`config.mk`:
```
export PLATFORM = sky130hd
export DESIGN_NAME = mem_port_arbiter
export DESIGN_NICKNAME = d
export VERILOG_FILES = /design/src/rtl/mem_port_arbiter.sv
export SDC_FILE = /design/constraint.sdc
export NUM_CORES = 1
export LEC_CHECK = 0
export ABC_AREA = 1
export BUFFER_PORTS_ARGS = -buffer_cell sky130_fd_sc_hd__buf_2
export CORE_AREA = 4 4 111 113
export CTS_BUF_LIST = sky130_fd_sc_hd__clkbuf_4 sky130_fd_sc_hd__clkbuf_8
export CTS_CLUSTER_SIZE = 24
export DETAILED_ROUTE_END_ITERATION = 8
export DIE_AREA = 0 0 115 117
export PLACE_DENSITY_LB_ADDON = 0.08
export SYNTH_ARGS = -nofsm -noshare
export SYNTH_HDL_FRONTEND = slang
export SYNTH_SLANG_ARGS = --single-unit
```
`constraint.sdc`:
```
create_clock -name clk_i -period 4.6 [get_ports clk_i]
set_input_delay 0.69 -clock clk_i [delete_from_list [all_inputs] [get_ports clk_i]]
set_output_delay 0.69 -clock clk_i [all_outputs]
set_load 0.05 [all_outputs]
```
`src/rtl/mem_port_arbiter.sv`:
```
// rtl/mem_port_arbiter.sv - shares one memory request/response port between fetch and data stages
//
// Purpose:
//   Arbitrates the fetch-stage instruction requester and the mem-stage data
//   requester onto one memory port. Data wins by default. A starvation counter
//   forces an instruction grant after STARVE_LIMIT consecutive data grants
//   while fetch is waiting. Every accepted request pushes its source ID into an
//   in-order grant FIFO, and the FIFO head steers each response back to the
//   requester that issued it.
//
// Parameters:
//   MAX_OUTSTANDING  grant FIFO depth and in-flight limit (power of 2, >= 1)
//   STARVE_LIMIT     data grants allowed while fetch waits (>= 1)
//
// Ports:
//   clk_i, rst_ni                      clock, asynchronous active-low reset
//   instr_req_* / instr_rsp_*          instruction requester (word reads only)
//   data_req_*  / data_rsp_*           data requester (reads and writes)
//   mem_req_*   / mem_rsp_*            shared port toward the memory wrapper
//   outstanding_o, busy_o              registered in-flight count and non-zero flag

module mem_port_arbiter #(
  parameter int MAX_OUTSTANDING = 2,
  parameter int STARVE_LIMIT    = 4
) (
  input  logic                              clk_i,
  input  logic                              rst_ni,

  input  logic                              instr_req_valid_i,
  output logic                              instr_req_ready_o,
  input  logic [31:0]                       instr_req_addr_i,
  output logic                              instr_rsp_valid_o,
  input  logic                              instr_rsp_ready_i,
  output logic [31:0]                       instr_rsp_data_o,
  output logic                              instr_rsp_error_o,

  input  logic                              data_req_valid_i,
  output logic                              data_req_ready_o,
  input  logic [31:0]                       data_req_addr_i,
  input  logic                              data_req_write_i,
  input  logic [2:0]                        data_req_size_i,
  input  logic [31:0]                       data_req_data_i,
  input  logic [3:0]                        data_req_strb_i,
  output logic                              data_rsp_valid_o,
  input  logic                              data_rsp_ready_i,
  output logic [31:0]                       data_rsp_data_o,
  output logic                              data_rsp_error_o,

  output logic                              mem_req_valid_o,
  input  logic                              mem_req_ready_i,
  output logic [31:0]                       mem_req_addr_o,
  output logic                              mem_req_write_o,
  output logic [2:0]                        mem_req_size_o,
  output logic [31:0]                       mem_req_data_o,
  output logic [3:0]                        mem_req_strb_o,
  input  logic                              mem_rsp_valid_i,
  output logic                              mem_rsp_ready_o,
  input  logic [31:0]                       mem_rsp_data_i,
  input  logic                              mem_rsp_error_i,

  output logic [$clog2(MAX_OUTSTANDING):0]  outstanding_o,
  output logic                              busy_o
);

  localparam int CW = $clog2(MAX_OUTSTANDING) + 1;
  // A depth-1 FIFO still needs a 1-bit pointer; it simply never moves.
  localparam int PW = (MAX_OUTSTANDING > 1) ? $clog2(MAX_OUTSTANDING) : 1;
  localparam int SW = $clog2(STARVE_LIMIT + 1);

  localparam logic [CW-1:0] FULL_CNT   = CW'(MAX_OUTSTANDING);
  localparam logic [PW-1:0] LAST_PTR   = PW'(MAX_OUTSTANDING - 1);
  localparam logic [SW-1:0] STARVE_MAX = SW'(STARVE_LIMIT);

  typedef enum logic [1:0] {
    LOCK_IDLE  = 2'd0,
    LOCK_INSTR = 2'd1,
    LOCK_DATA  = 2'd2
  } lock_state_e;

  typedef enum logic [1:0] {
    GNT_NONE  = 2'd0,
    GNT_INSTR = 2'd1,
    GNT_DATA  = 2'd2
  } gnt_e;

  lock_state_e                r_lock_state;
  logic [SW-1:0]              r_starve_cnt;
  logic [CW-1:0]              r_count;
  logic [PW-1:0]              r_wr_ptr;
  logic [PW-1:0]              r_rd_ptr;
  logic [MAX_OUTSTANDING-1:0] r_src_fifo;
  logic                       r_busy;

  gnt_e                       w_gnt;
  logic                       w_full;
  logic                       w_empty;
  logic                       w_req_fire;
  logic                       w_instr_fire;
  logic                       w_data_fire;
  logic                       w_rsp_fire;
  logic                       w_head_is_data;
  logic [CW-1:0]              w_count_next;

  assign w_full         = (r_count == FULL_CNT);
  assign w_empty        = (r_count == '0);
  assign w_head_is_data = r_src_fifo[r_rd_ptr];

  // Grant selection looks only at registered state (count, lock, starve) and
  // the request valids, so no response input can reach the request side.
  // rst_ni gates the grant so request outputs drop to zero the moment reset
  // asserts, even if an upstream stage is still presenting a request.
  always_comb begin
    w_gnt = GNT_NONE;
    if (r_lock_state == LOCK_DATA) begin
      w_gnt = GNT_DATA;
    end else if (r_lock_state == LOCK_INSTR) begin
      w_gnt = GNT_INSTR;
    end else if (!w_full) begin
      if (data_req_valid_i && instr_req_valid_i) begin
        w_gnt = (r_starve_cnt == STARVE_MAX) ? GNT_INSTR : GNT_DATA;
      end else if (data_req_valid_i) begin
        w_gnt = GNT_DATA;
      end else if (instr_req_valid_i) begin
        w_gnt = GNT_INSTR;
      end
    end
    if (!rst_ni) begin
      w_gnt = GNT_NONE;
    end
  end

  // Request mux. Fetches are always full-word reads.
  always_comb begin
    mem_req_valid_o   = 1'b0;
    mem_req_addr_o    = '0;
    mem_req_write_o   = 1'b0;
    mem_req_size_o    = '0;
    mem_req_data_o    = '0;
    mem_req_strb_o    = '0;
    instr_req_ready_o = 1'b0;
    data_req_ready_o  = 1'b0;
    case (w_gnt)
      GNT_INSTR: begin
        mem_req_valid_o   = instr_req_valid_i;
        mem_req_addr_o    = instr_req_addr_i;
        mem_req_size_o    = 3'b010;
        mem_req_strb_o    = 4'hF;
        instr_req_ready_o = mem_req_ready_i;
      end
      GNT_DATA: begin
        mem_req_valid_o  = data_req_valid_i;
        mem_req_addr_o   = data_req_addr_i;
        mem_req_write_o  = data_req_write_i;
        mem_req_size_o   = data_req_size_i;
        mem_req_data_o   = data_req_data_i;
        mem_req_strb_o   = data_req_strb_i;
        data_req_ready_o = mem_req_ready_i;
      end
      default: begin
      end
    endcase
  end

  assign w_req_fire   = mem_req_valid_o && mem_req_ready_i;
  assign w_instr_fire = w_req_fire && (w_gnt == GNT_INSTR);
  assign w_data_fire  = w_req_fire && (w_gnt == GNT_DATA);

  // Response routing by FIFO head. With nothing in flight the response port
  // is not ready, so a spurious response is left on the bus untouched.
  always_comb begin
    instr_rsp_valid_o = 1'b0;
    instr_rsp_data_o  = '0;
    instr_rsp_error_o = 1'b0;
    data_rsp_valid_o  = 1'b0;
    data_rsp_data_o   = '0;
    data_rsp_error_o  = 1'b0;
    mem_rsp_ready_o   = 1'b0;
    if (!w_empty) begin
      if (w_head_is_data) begin
        data_rsp_valid_o = mem_rsp_valid_i;
        data_rsp_data_o  = mem_rsp_data_i;
        data_rsp_error_o = mem_rsp_error_i;
        mem_rsp_ready_o  = data_rsp_ready_i;
      end else begin
        instr_rsp_valid_o = mem_rsp_valid_i;
        instr_rsp_data_o  = mem_rsp_data_i;
        instr_rsp_error_o = mem_rsp_error_i;
        mem_rsp_ready_o   = instr_rsp_ready_i;
      end
    end
  end

  assign w_rsp_fire   = mem_rsp_valid_i && mem_rsp_ready_o;
  assign w_count_next = r_count + CW'(w_req_fire) - CW'(w_rsp_fire);

  // Grant lock: a presented but unaccepted request keeps its grant so the
  // mem_req_* fields cannot switch to the other requester mid-handshake.
  always_ff @(posedge clk_i or negedge rst_ni) begin
    if (!rst_ni) begin
      r_lock_state <= LOCK_IDLE;
    end else begin
      case (r_lock_state)
        LOCK_IDLE: begin
          if (mem_req_valid_o && !mem_req_ready_i) begin
            r_lock_state <= (w_gnt == GNT_DATA) ? LOCK_DATA : LOCK_INSTR;
          end
        end
        LOCK_INSTR, LOCK_DATA: begin
          if (w_req_fire) begin
            r_lock_state <= LOCK_IDLE;
          end
        end
        default: r_lock_state <= LOCK_IDLE;
      endcase
    end
  end

  // Counts data grants taken while fetch is waiting; saturates at the limit,
  // which is what hands the next contested grant to fetch.
  always_ff @(posedge clk_i or negedge rst_ni) begin
    if (!rst_ni) begin
      r_starve_cnt <= '0;
    end else if (!instr_req_valid_i || w_instr_fire) begin
      r_starve_cnt <= '0;
    end else if (w_data_fire && (r_starve_cnt != STARVE_MAX)) begin
      r_starve_cnt <= r_starve_cnt + SW'(1);
    end
  end

  // Grant-order FIFO: one source bit per in-flight transaction (1 = data).
  always_ff @(posedge clk_i or negedge rst_ni) begin
    if (!rst_ni) begin
      r_src_fifo <= '0;
      r_wr_ptr   <= '0;
      r_rd_ptr   <= '0;
      r_count    <= '0;
      r_busy     <= 1'b0;
    end else begin
      if (w_req_fire) begin
        r_src_fifo[r_wr_ptr] <= (w_gnt == GNT_DATA);
        r_wr_ptr             <= (r_wr_ptr == LAST_PTR) ? '0 : r_wr_ptr + PW'(1);
      end
      if (w_rsp_fire) begin
        r_rd_ptr <= (r_rd_ptr == LAST_PTR) ? '0 : r_rd_ptr + PW'(1);
      end
      r_count <= w_count_next;
      r_busy  <= (w_count_next != '0);
    end
  end

  assign outstanding_o = r_count;
  assign busy_o        = r_busy;

endmodule

```
# [Word-level counts from Yosys, hierarchy flattened]
# Index checks and enable logic that the tools add are counted.
[word_totals] register_bits=12 in_bits=145 output_inout_bits=147 word_cells=84
[op_classes] addsub=5 n_lt_le_gt_ge=3 n_eq_ne=9 muxes=43 n_reduce_logical=17
[ops] cell="32-bit two-way mux" count=5
[ops] cell="32-bit one-hot mux with 2 select lines" count=1
[ops] cell="2-bit two-way mux" count=10
[ops] cell="1-bit two-way mux" count=19
[ops] cell="1-bit logical AND" count=8
[ops] cell="4-bit one-hot mux with 2 select lines" count=1
[ops] cell="2-bit equality test, second input constant" count=3
[ops] cell="3-bit two-way mux" count=2
[ops] cell="3-bit one-hot mux with 2 select lines" count=1
[ops] cell="2-bit by 1-bit equality test with 1-bit output, second input constant" count=2
[ops] cell="2-bit logical NOT" count=2
[ops] cell="1-bit by 2-bit < comparator with 1-bit output, second input constant" count=2
[ops] cell="2-bit inequality test, second input constant" count=2
[ops] cell="2-bit one-hot mux with 2 select lines" count=1
[ops] cell="2-bit nonzero test" count=2
[ops] cell="3-bit by 1-bit adder with 3-bit output, second input constant" count=1
[ops] cell="3-bit equality test, second input constant" count=1
[ops] cell="3-bit inequality test, second input constant" count=1
[ops] cell="1-bit adder, second input constant" count=2
[ops] cell="2-bit by 1-bit adder with 2-bit output" count=1
[ops] cell="2-bit bitwise mux" count=1
[ops] cell="1-bit logical NOT" count=2
[ops] cell="1-bit one-hot mux with 2 select lines" count=1
[ops] cell="2-bit AND reduction" count=1
[ops] cell="other kinds (5)" count=5

# [Logic depth before layout (Yosys ltp)]
# Gate-level depths: netlist of the first run.
[logic_depth] ltp_word=14 ltp_mapped=17

# [Worst setup path after synthesis of the first run]
# Ideal clock, no wire load.
[synth_timing] path_kind="flip-flop to output port" startpoint="reg r_count[0] (netlist: outstanding_o[0])" endpoint="out mem_req_addr_o[11]" arrival_time_ns=2.419 t_required_ns=3.910 path_slack_ns=1.491 path_stages_with_launch=9 n_path_buf=2 path_cell_list="dfrtp_1 > inv_1 > nand2_1 > nand2_1 > a21oi_1 > ha_1 > buf_2 > clkbuf_1 > a21oi_1"
[synth_between] elab_chain_len=7 word_cells_on_any_way=8 cone_classes="eq/ne (3); mux (5)"
[synth_rtl] element="from (decl)" line="88" text="logic [CW-1:0] r_count;"
[synth_rtl] element="from (signal assigned)" line="246" text="r_count <= w_count_next;"
[synth_rtl] element="2-bit equality test *" line="104" text="assign w_full = (r_count == FULL_CNT);"
[synth_rtl] element="2-bit two-way mux *" line="118" text="end else if (!w_full) begin"
[synth_rtl] element="2-bit two-way mux *" line="116" text="end else if (r_lock_state == LOCK_INSTR) begin"
[synth_rtl] element="2-bit two-way mux *" line="114" text="if (r_lock_state == LOCK_DATA) begin"
[synth_rtl] element="2-bit two-way mux *" line="127" text="if (!rst_ni) begin"
[synth_rtl] element="2-bit equality test or 2-bit by 1-bit equality test with 1-bit output (tied branches)" line="142" text="case (w_gnt)"
[synth_rtl] element="32-bit one-hot mux with 2 select lines *" line="142"
[synth_rtl] element="to (decl)" line="51" text="output logic [31:0] mem_req_addr_o,"
# Mark *: on every way between the ends. The rest lies on a longest branch, timed or not.

# [Final worst setup path of the first run]
[layout_timing] startpoint="reg r_starve_cnt[0]" endpoint="out mem_req_valid_o"
[layout_between] elab_chain_len=9 word_cells_on_any_way=10 cone_classes="eq/ne (3); mux (7)"
[layout_rtl] element="from (decl)" line="87" text="logic [SW-1:0] r_starve_cnt;"
[layout_rtl] element="from (signal assigned)" line="226" text="r_starve_cnt <= r_starve_cnt + SW'(1);"
[layout_rtl] element="3-bit equality test *" line="120" text="w_gnt = (r_starve_cnt == STARVE_MAX) ? GNT_INSTR : GNT_DATA;"
[layout_rtl] element="2-bit two-way mux *" line="120"
[layout_rtl] element="2-bit two-way mux *" line="119" text="if (data_req_valid_i && instr_req_valid_i) begin"
[layout_rtl] element="2-bit two-way mux *" line="118"
[layout_rtl] element="2-bit two-way mux *" line="116"
[layout_rtl] element="2-bit two-way mux *" line="114"
[layout_rtl] element="2-bit two-way mux *" line="127"
[layout_rtl] element="2-bit equality test or 2-bit by 1-bit equality test with 1-bit output (tied branches)" line="142"
[layout_rtl] element="1-bit one-hot mux with 2 select lines *" line="142"
[layout_rtl] element="to (decl)" line="49" text="output logic mem_req_valid_o,"
# Marked as above.

==> results.md, run 1 <==
* Worst Setup End Kind: primary output
* Cell taking the most area after synthesis: nand2_1
* CP Depth at 11
* Slew HR at 21.7%
* Post-synthesis async set-or-reset flop share at 100%
* ANT cells at 0
* Worst-path cell chain: inv_1 > ha_1 > nand2_1 > nand3_1 > nand3_1 > a21oi_1 > ha_1 > inv_1 > nand2_1 > inv_1 > buf_2
* Cell total after placement at 833
* Synth warnings at 0
* Synth Instances at 426
* Power Dens Cells at 648 mW/mm^2
* Sequential area share after synthesis at 12.5%
* Area contributors post-synth: nand2_1 22%, inv_1 14%, dfrtp_1 12%, nor3_1 9.8%, nor3_2 8.7%
* Final Util at 34.4%
* Share of cells above drive strength 1 at 47.8%
* Peak Freq at 265 MHz
* Mapped Nets at 580
* Crit-path leading delay family: adder cells
* First-pass GRT wire length at 14500 um
* Gr ovfl total at 0
* Setup crit start kind: register
* Status: complete, no violations
* Period utilization at 81.9%
* Clk_lat worst skew at 0.24 ns
* H-tree depth at 1
* GPL Wtd Cong at 0.764
* DRC at 0
* Hold_buf cts at 0
* IO Port Bufs at 291
* Slowest cell on crit path: ha_1
* # setup viols final at 0
* Max Fanout on Critical Path at 38
* Largest net degree at the start of global routing at 69
* Post-synth EDFFs at 0
* Detail Placement HPWL at 8530 um
* Required time of the critical path at 3.91 ns
* DRT Wirelength at 10100 um
* Initial antenna violation count at 0
* Top-area cell type share of the netlist area at 21.7%
* Worst setup startpoint: r_starve_cnt[0]$_DFFE_PN0P_
* CTS tree: yes
* Count leader, synth: nand2_1
* CTS Buffer Depth at 2
* RSZ-0062 raised after global routing: false
* Maximum VDD drop at 0.342 mV
* First-pass DRT Iterations at 4
* WP buf/inv at 4
* Chip Height at 117 um
* Clock skew at 0.00223 ns
* Fill cell count at 1283
* Initial core utilization at 21.3%
* Routed length per instance at 12.1 um
* Mapped Area at 0.00241 mm^2
* Hold slack at 0.341 ns
* Leakage at 2.64 nW
* Hold crit path type: primary input to asynchronous set/reset pin
* Final Power at 2.52 mW
* #FFs+latches synth at 12
* Most used cell, CP: inv_1
* CTS-repair resized insts at 0
* Vias in the first global route at 3168
* Final ANT Viol Nets at 0
* Clk pin slew, worst setup/hold paths at 0.05 ns
* Maxcap violations at 0
* Fin nets at 849
* Worst-Margin Slew at 1.17 ns
* R2r startpoint: r_starve_cnt[0]$_DFFE_PN0P_
* Post-layout min period at 3.77 ns
* Synth cell count leaders: 139 x nand2_1, 92 x inv_1, 47 x nor3_1
* Final non-filler cell total at 837
* Clock buffer count from CTS at 3
* Reg2reg setup slack at 1.07 ns
* Clock Sinks at 12
* Crit path capture: mem_req_valid_o
* Number of setup buffers added after CTS at 0
* Reg2Reg Capture Point: busy_o$_DFF_PN0_
* Setup CP Type: register to primary output
* Worst EP arrival at 3.08 ns
* Die width at 115 um
* Synth Flop Type: dfrtp_1
* Vias per Instance at 4.18
* Worst Reg-to-Reg Cells at 15
* Area grow syn2layout at 61.7%
* GR Util All Layers at 12.8%
* Die area at 0.0135 mm^2
* Num rows at 39
* Via Count at 3497
* Critical Path Max Stage Delay at 0.95 ns
* Synth Area per Inst at 5.65 um^2
* Max Slew Vio Count at 0
* 1st-iter DRT viols at 121
* Setup TNS at 0 ns
* Distinct cells, synth at 32
* Hold Vio Cnt, Final at 0
* CORE AREA at 0.0113 mm^2
* I/O pins at 292
* CTS root buf: clkbuf_8
[flip-flops by register name (all words and copies together), names as in the netlist]
| signal | count |
|---|---|
| r_lock_state | 2 |
| r_wr_ptr | 1 |
| r_starve_cnt | 3 |
| r_src_fifo | 2 |
| busy_o | 1 |
| r_rd_ptr | 1 |
| outstanding_o | 2 |
[how the worst min path moves through the flow]
stage	startpoint	to	slack (ns)	depth (start not counted)
2_1_floorplan	rst_ni	busy_o$_DFF_PN0_	0.39	0
3_3_place_gp	r_lock_state[1]$_DFFE_PN0P_	r_lock_state[1]$_DFFE_PN0P_	0.49	2
3_5_place_dp	r_lock_state[1]$_DFFE_PN0P_	r_lock_state[1]$_DFFE_PN0P_	0.50	2
4_1_cts	rst_ni	r_lock_state[0]$_DFFE_PN0P_	0.35	1
5_1_grt	rst_ni	r_lock_state[0]$_DFFE_PN0P_	0.36	1
6_report	rst_ni	outstanding_o[0]$_DFF_PN0_	0.34	1
[through the flow]
step	setup WS [ns]	instance area (um^2)
after floorplan	1.49	2410
after global placement	0.887	3830
after detailed placement	0.791	3830
after CTS	0.781	3890
after global routing	0.428	3890
final	0.833	3890
[metal layers]
| metal | vias to the layer above | track usage, % | part of all wire (%) |
|---|---|---|---|
| met2 | 186 | 25.6 | 52 |
| met5 | - | 0 | 0 |
| met4 | 0 | 1.88 | 0.67 |
| met1 | 1472 | 14.0 | 37 |
| met3 | 6 | 2.72 | 11 |
| li1 | 1833 | - | - |
[kinds of logic after synthesis]
family | count (synthesis) | synth area share (%)
flops | 12 | 12.5
compound gates | 43 | 9.62
fa+ha+maj | 9 | 4.68
simple gates | 234 | 47.2
buf+inv | 126 | 25.3
xor+xnor | 2 | 0.728
[final cells by class]
class / count / area, um^2 / share of cell area, %
timing repair buffer: 293 / 1480 / 38.1
multi-input combinational: 288 / 1500 / 38.6
tap: 143 / 179 / 4.60
clock buffer: 4 / 55.1 / 1.42
sequential: 12 / 300 / 7.72
inverter: 97 / 372 / 9.55
[placed cells by master (no fill, tap or decap)]
cell type  instances
xor2_1             2
dfrtp_1           12
nand2_4            1
inv_6              1
clkbuf_8           4
a31oi_4            1
a21oi_1           38
nand2_2            4
nand4_1            4
nand3_2            1
o21ai_1            2
buf_12             1
buf_4              1
ha_2               1
buf_2            291
nor3_1            47
ha_1               8
or2_4              1
nor2_1             1
or2_2              1
clkinv_1           2
nand2_1          139
o21ai_0            2
nand3_1           10
inv_2              1
nor3_2            21
nand3b_1           3
inv_1             92
inv_4              1
nor2_2             1
[where the power goes]
part           switching [mW]  internal (mW)  total (mW)  leakage [nW]
clock network          0.0375         0.0755       0.113        0.0288
registers              0.0292          0.143       0.172         0.154
logic                    1.77          0.470        2.24          2.45
total                    1.83          0.688        2.52          2.64
Power figures use the tool's default switching activity.
==> run 2: changes to the inputs <==
--- a/config.mk
+++ b/config.mk
@@ -5,7 +5,7 @@
 export SDC_FILE = /design/constraint.sdc
 export NUM_CORES = 1
 export LEC_CHECK = 0
-export ABC_AREA = 1
+export ABC_AREA = 0
 export BUFFER_PORTS_ARGS = -buffer_cell sky130_fd_sc_hd__buf_2
 export CORE_AREA = 4 4 111 113
 export CTS_BUF_LIST = sky130_fd_sc_hd__clkbuf_4 sky130_fd_sc_hd__clkbuf_8
==> constraint.sdc (replaced) <==
create_clock -name clk_i -period 3.9 [get_ports clk_i]
set_input_delay 0.585 -clock clk_i [delete_from_list [all_inputs] [get_ports clk_i]]
set_output_delay 0.585 -clock clk_i [all_outputs]
set_load 0.05 [all_outputs]
==> run 2 against run 1 <==
Worst hold slack got worse by 0.10 ns. Clock-buffer cell count unchanged. Via count decreased by 8.0%. Die area unchanged. Clock power increased by 20%. First-iteration DRC count increased by 50%. Power increased by 24%. Final cell count decreased by 12%. Sequential share of layout area increased by 0.54 points. Critical endpoint is now mem_req_addr_o[15]. Highest routed layer unchanged.
==> results.md, run 2 <==
* Mapped Area at 0.00204 mm^2 (-15%)
* Clock Sinks at 12 (unchanged)
* Clock buffer count from CTS at 3 (unchanged)
* Initial antenna violation count at 0 (unchanged)
* Fill cell count at 1291 (+0.62%)
* I/O pins at 292 (unchanged)
* Detail Placement HPWL at 9390 um (+10%)
* 1st-iter DRT viols at 181 (+50%)
* RSZ-0062 raised after global routing: false
* R2r startpoint: r_starve_cnt[0]$_DFFE_PN0P_
* Synth Area per Inst at 6.25 um^2 (+11%)
* Die width at 115 um (unchanged)
* Max Slew Vio Count at 0 (unchanged)
* CORE AREA at 0.0113 mm^2 (unchanged)
* Gr ovfl total at 0 (unchanged)
* Area grow syn2layout at 78.0%
* Sequential area share after synthesis at 14.7% (+2.2 points)
* #FFs+latches synth at 12 (unchanged)
* Setup CP Type: register to primary output
* Synth warnings at 0 (unchanged)
* CTS root buf: clkbuf_8
* Synth cell count leaders: 106 x nor2_1, 38 x nand2_1, 37 x and2_1
* Top-area cell type share of the netlist area at 19.5% (-2.2 points)
* Final ANT Viol Nets at 0 (unchanged)
* Synth Instances at 327 (-23%)
* Largest reg by FF count: r_starve_cnt
* Hold crit path type: primary input to asynchronous set/reset pin
* ANT cells at 0 (unchanged)
* DRC at 0 (unchanged)
* Fin nets at 752 (-11%)
* Clk_lat worst skew at 0.24 ns (about the same)
* Worst Reg-to-Reg Cells at 16 (+1)
* Commonest non-fill, non-tap cell in the layout: buf_2
* Max Fanout on Critical Path at 36 (-5.3%)
* Count leader, synth: nor2_1
* Setup crit start kind: register
* Via Count at 3216 (-8.0%)
* Leakage at 2.18 nW (-17%)
* Peak Freq at 304 MHz
* Routed length per instance at 15.1 um (+25%)
* Clock skew at 0.00160 ns (-0.000631 ns)
* Reg2reg setup slack at 0.72 ns (-0.35 ns)
* Final Util at 32.1% (-2.2 points)
* Max FFs per register at 3 (unchanged)
* CTS-repair resized insts at 0 (unchanged)
* CTS Buffer Depth at 2 (unchanged)
* Hold Vio Cnt, Final at 0 (unchanged)
* Period utilization at 84.4%
* Worst-Margin Slew at 0.655 ns (-0.520 ns)
* Die area at 0.0135 mm^2 (unchanged)
* Slew HR at 56.3% (+35 points)
* Final Power at 3.12 mW (+24%)
* Power Dens Cells at 858 mW/mm^2 (+32%)
* Post-synthesis async set-or-reset flop share at 100% (unchanged)
* Required time of the critical path at 3.31 ns (-0.60 ns)
* Setup TNS at 0 ns (unchanged)
* Vias in the first global route at 3045 (-3.9%)
* Post-synth EDFFs at 0 (unchanged)
* Share of cells above drive strength 1 at 52.4% (+4.6 points)
* Post-layout min period at 3.29 ns
* Maximum VDD drop at 0.421 mV (+23%)
* Distinct cells, synth at 42 (+31%)
* Cell taking the most area after synthesis: nor2_1
* Mapped Nets at 481 (-17%)
* DRT Wirelength at 11200 um (+11%)
* H-tree depth at 1 (unchanged)
* Num rows at 39 (unchanged)
* First-pass DRT Iterations at 4 (unchanged)
* Clk pin slew, worst setup/hold paths at 0.05 ns (about the same)
* CTS tree: yes
* Largest net degree at the start of global routing at 45 (-35%)
* Most frequent cells in the layout: 291 x buf_2, 106 x nor2_1, 38 x nand2_1
* Number of setup buffers added after CTS at 0 (unchanged)
* Status: complete, no violations
* Maxcap violations at 0 (unchanged)
* Chip Height at 117 um (unchanged)
* Reg2Reg Capture Point: busy_o$_DFF_PN0_
* Initial core utilization at 18.0% (-3.2 points)
* GPL Wtd Cong at 0.812 (+6.3%)
* Worst EP arrival at 2.71 ns (-0.37 ns)
* Synth Flop Type: dfrtp_1
* First-pass GRT wire length at 15900 um (+9.9%)
* Hold_buf cts at 0 (unchanged)
* GR Util All Layers at 14.8% (+2.0 points)
* Vias per Instance at 4.35 (+4.0%)
* IO Port Bufs at 291 (unchanged)
* Worst Setup End Kind: primary output
* # setup viols final at 0 (unchanged)
* Area contributors post-synth: nor2_1 19%, dfrtp_1 15%, a22oi_1 12%, and2_1 11%, nand2_1 7.0%
==> run 2: changes by cell type in the layout (fill, tap and decap cells not counted), moves of 33 or more <==
cell,change
inv_1,-85
and2_1,+37
nor3_1,-46
nand2_1,-101
nor2_1,+105
a21oi_1,-33
==> run 2: cell type report <==
cell class	instances	area, um^2	share of cell area [%]
clock buffer	4	55.1	1.51
inverter	7	26.3	0.722
multi-input combinational	277	1580	43.3
sequential	12	300	8.26
tap	143	179	4.92
timing repair buffer	297	1500	41.3
==> run 2: worst max path at each step <==
stage	startpoint	to	slack, ns	depth (start not counted)
5_1_grt	r_starve_cnt[0]$_DFFE_PN0P_	mem_req_addr_o[29]	0.43	10
3_3_place_gp	data_req_valid_i	busy_o$_DFF_PN0_	0.73	15
6_report	r_starve_cnt[0]$_DFFE_PN0P_	mem_req_addr_o[15]	0.61	10
3_5_place_dp	r_starve_cnt[0]$_DFFE_PN0P_	busy_o$_DFF_PN0_	0.71	16
4_1_cts	r_starve_cnt[0]$_DFFE_PN0P_	mem_req_addr_o[15]	0.61	10
2_1_floorplan	outstanding_o[0]$_DFF_PN0_	busy_o$_DFF_PN0_	0.27	15
==> run 2: cell families (layout without fill, tap and decap cells) <==
family                     after synthesis  in the layout  synth area share [%]
muxes                                    7              7                  4.41
DFF                                     12             12                  14.7
adders and majority gates                9              9                  5.51
buffers and inverters                   38            308                  8.33
xor gates and xnor gates                 3              3                  1.29
AOI/OAI and AO/OA                       52             52                  19.8
and+or+nand+nor                        206            206                  46.0
==> run 2: routing by layer <==
layer	up-vias	global-route usage [%]	wire [um]	share of wire, %
met4	0	2.35	110	0.98
met3	10	4.37	892	8.0
li1	1622	-	-	-
met1	1453	16.7	3990	36
met5	-	0	0	0
met2	131	27.9	6180	55
==> run 2: metrics by stage <==
| stage | instance area, um^2 | worst slack (ns) | hold slack (ns) | cells |
|---|---|---|---|---|
| finish | 3640 | 0.610 | 0.240 | 740 |
| global placement | 3580 | 0.730 | 0.502 | 736 |
| global route | 3640 | 0.429 | 0.259 | 740 |
| CTS | 3640 | 0.607 | 0.250 | 740 |
| floorplan | 2040 | 0.269 | 0.289 | 327 |
| detailed placement | 3580 | 0.710 | 0.511 | 736 |
==> run 2: where the power goes <==
| group | total (mW) | switching [mW] | internal, mW |
|---|---|---|---|
| logic | 2.77 | 2.14 | 0.631 |
| clock network | 0.136 | 0.0467 | 0.0892 |
| registers | 0.216 | 0.0475 | 0.169 |
==> run 2: critical path: stages (launching register included) <==
cell     delay [ns]
dfrtp_1        0.39
inv_1          0.08
ha_1           0.27
a21bo_2        0.16
a31oi_1        0.10
or3b_2         0.46
ha_2           0.21
buf_4          0.24
a22oi_1        0.24
nor2_1         0.06
buf_2          0.23
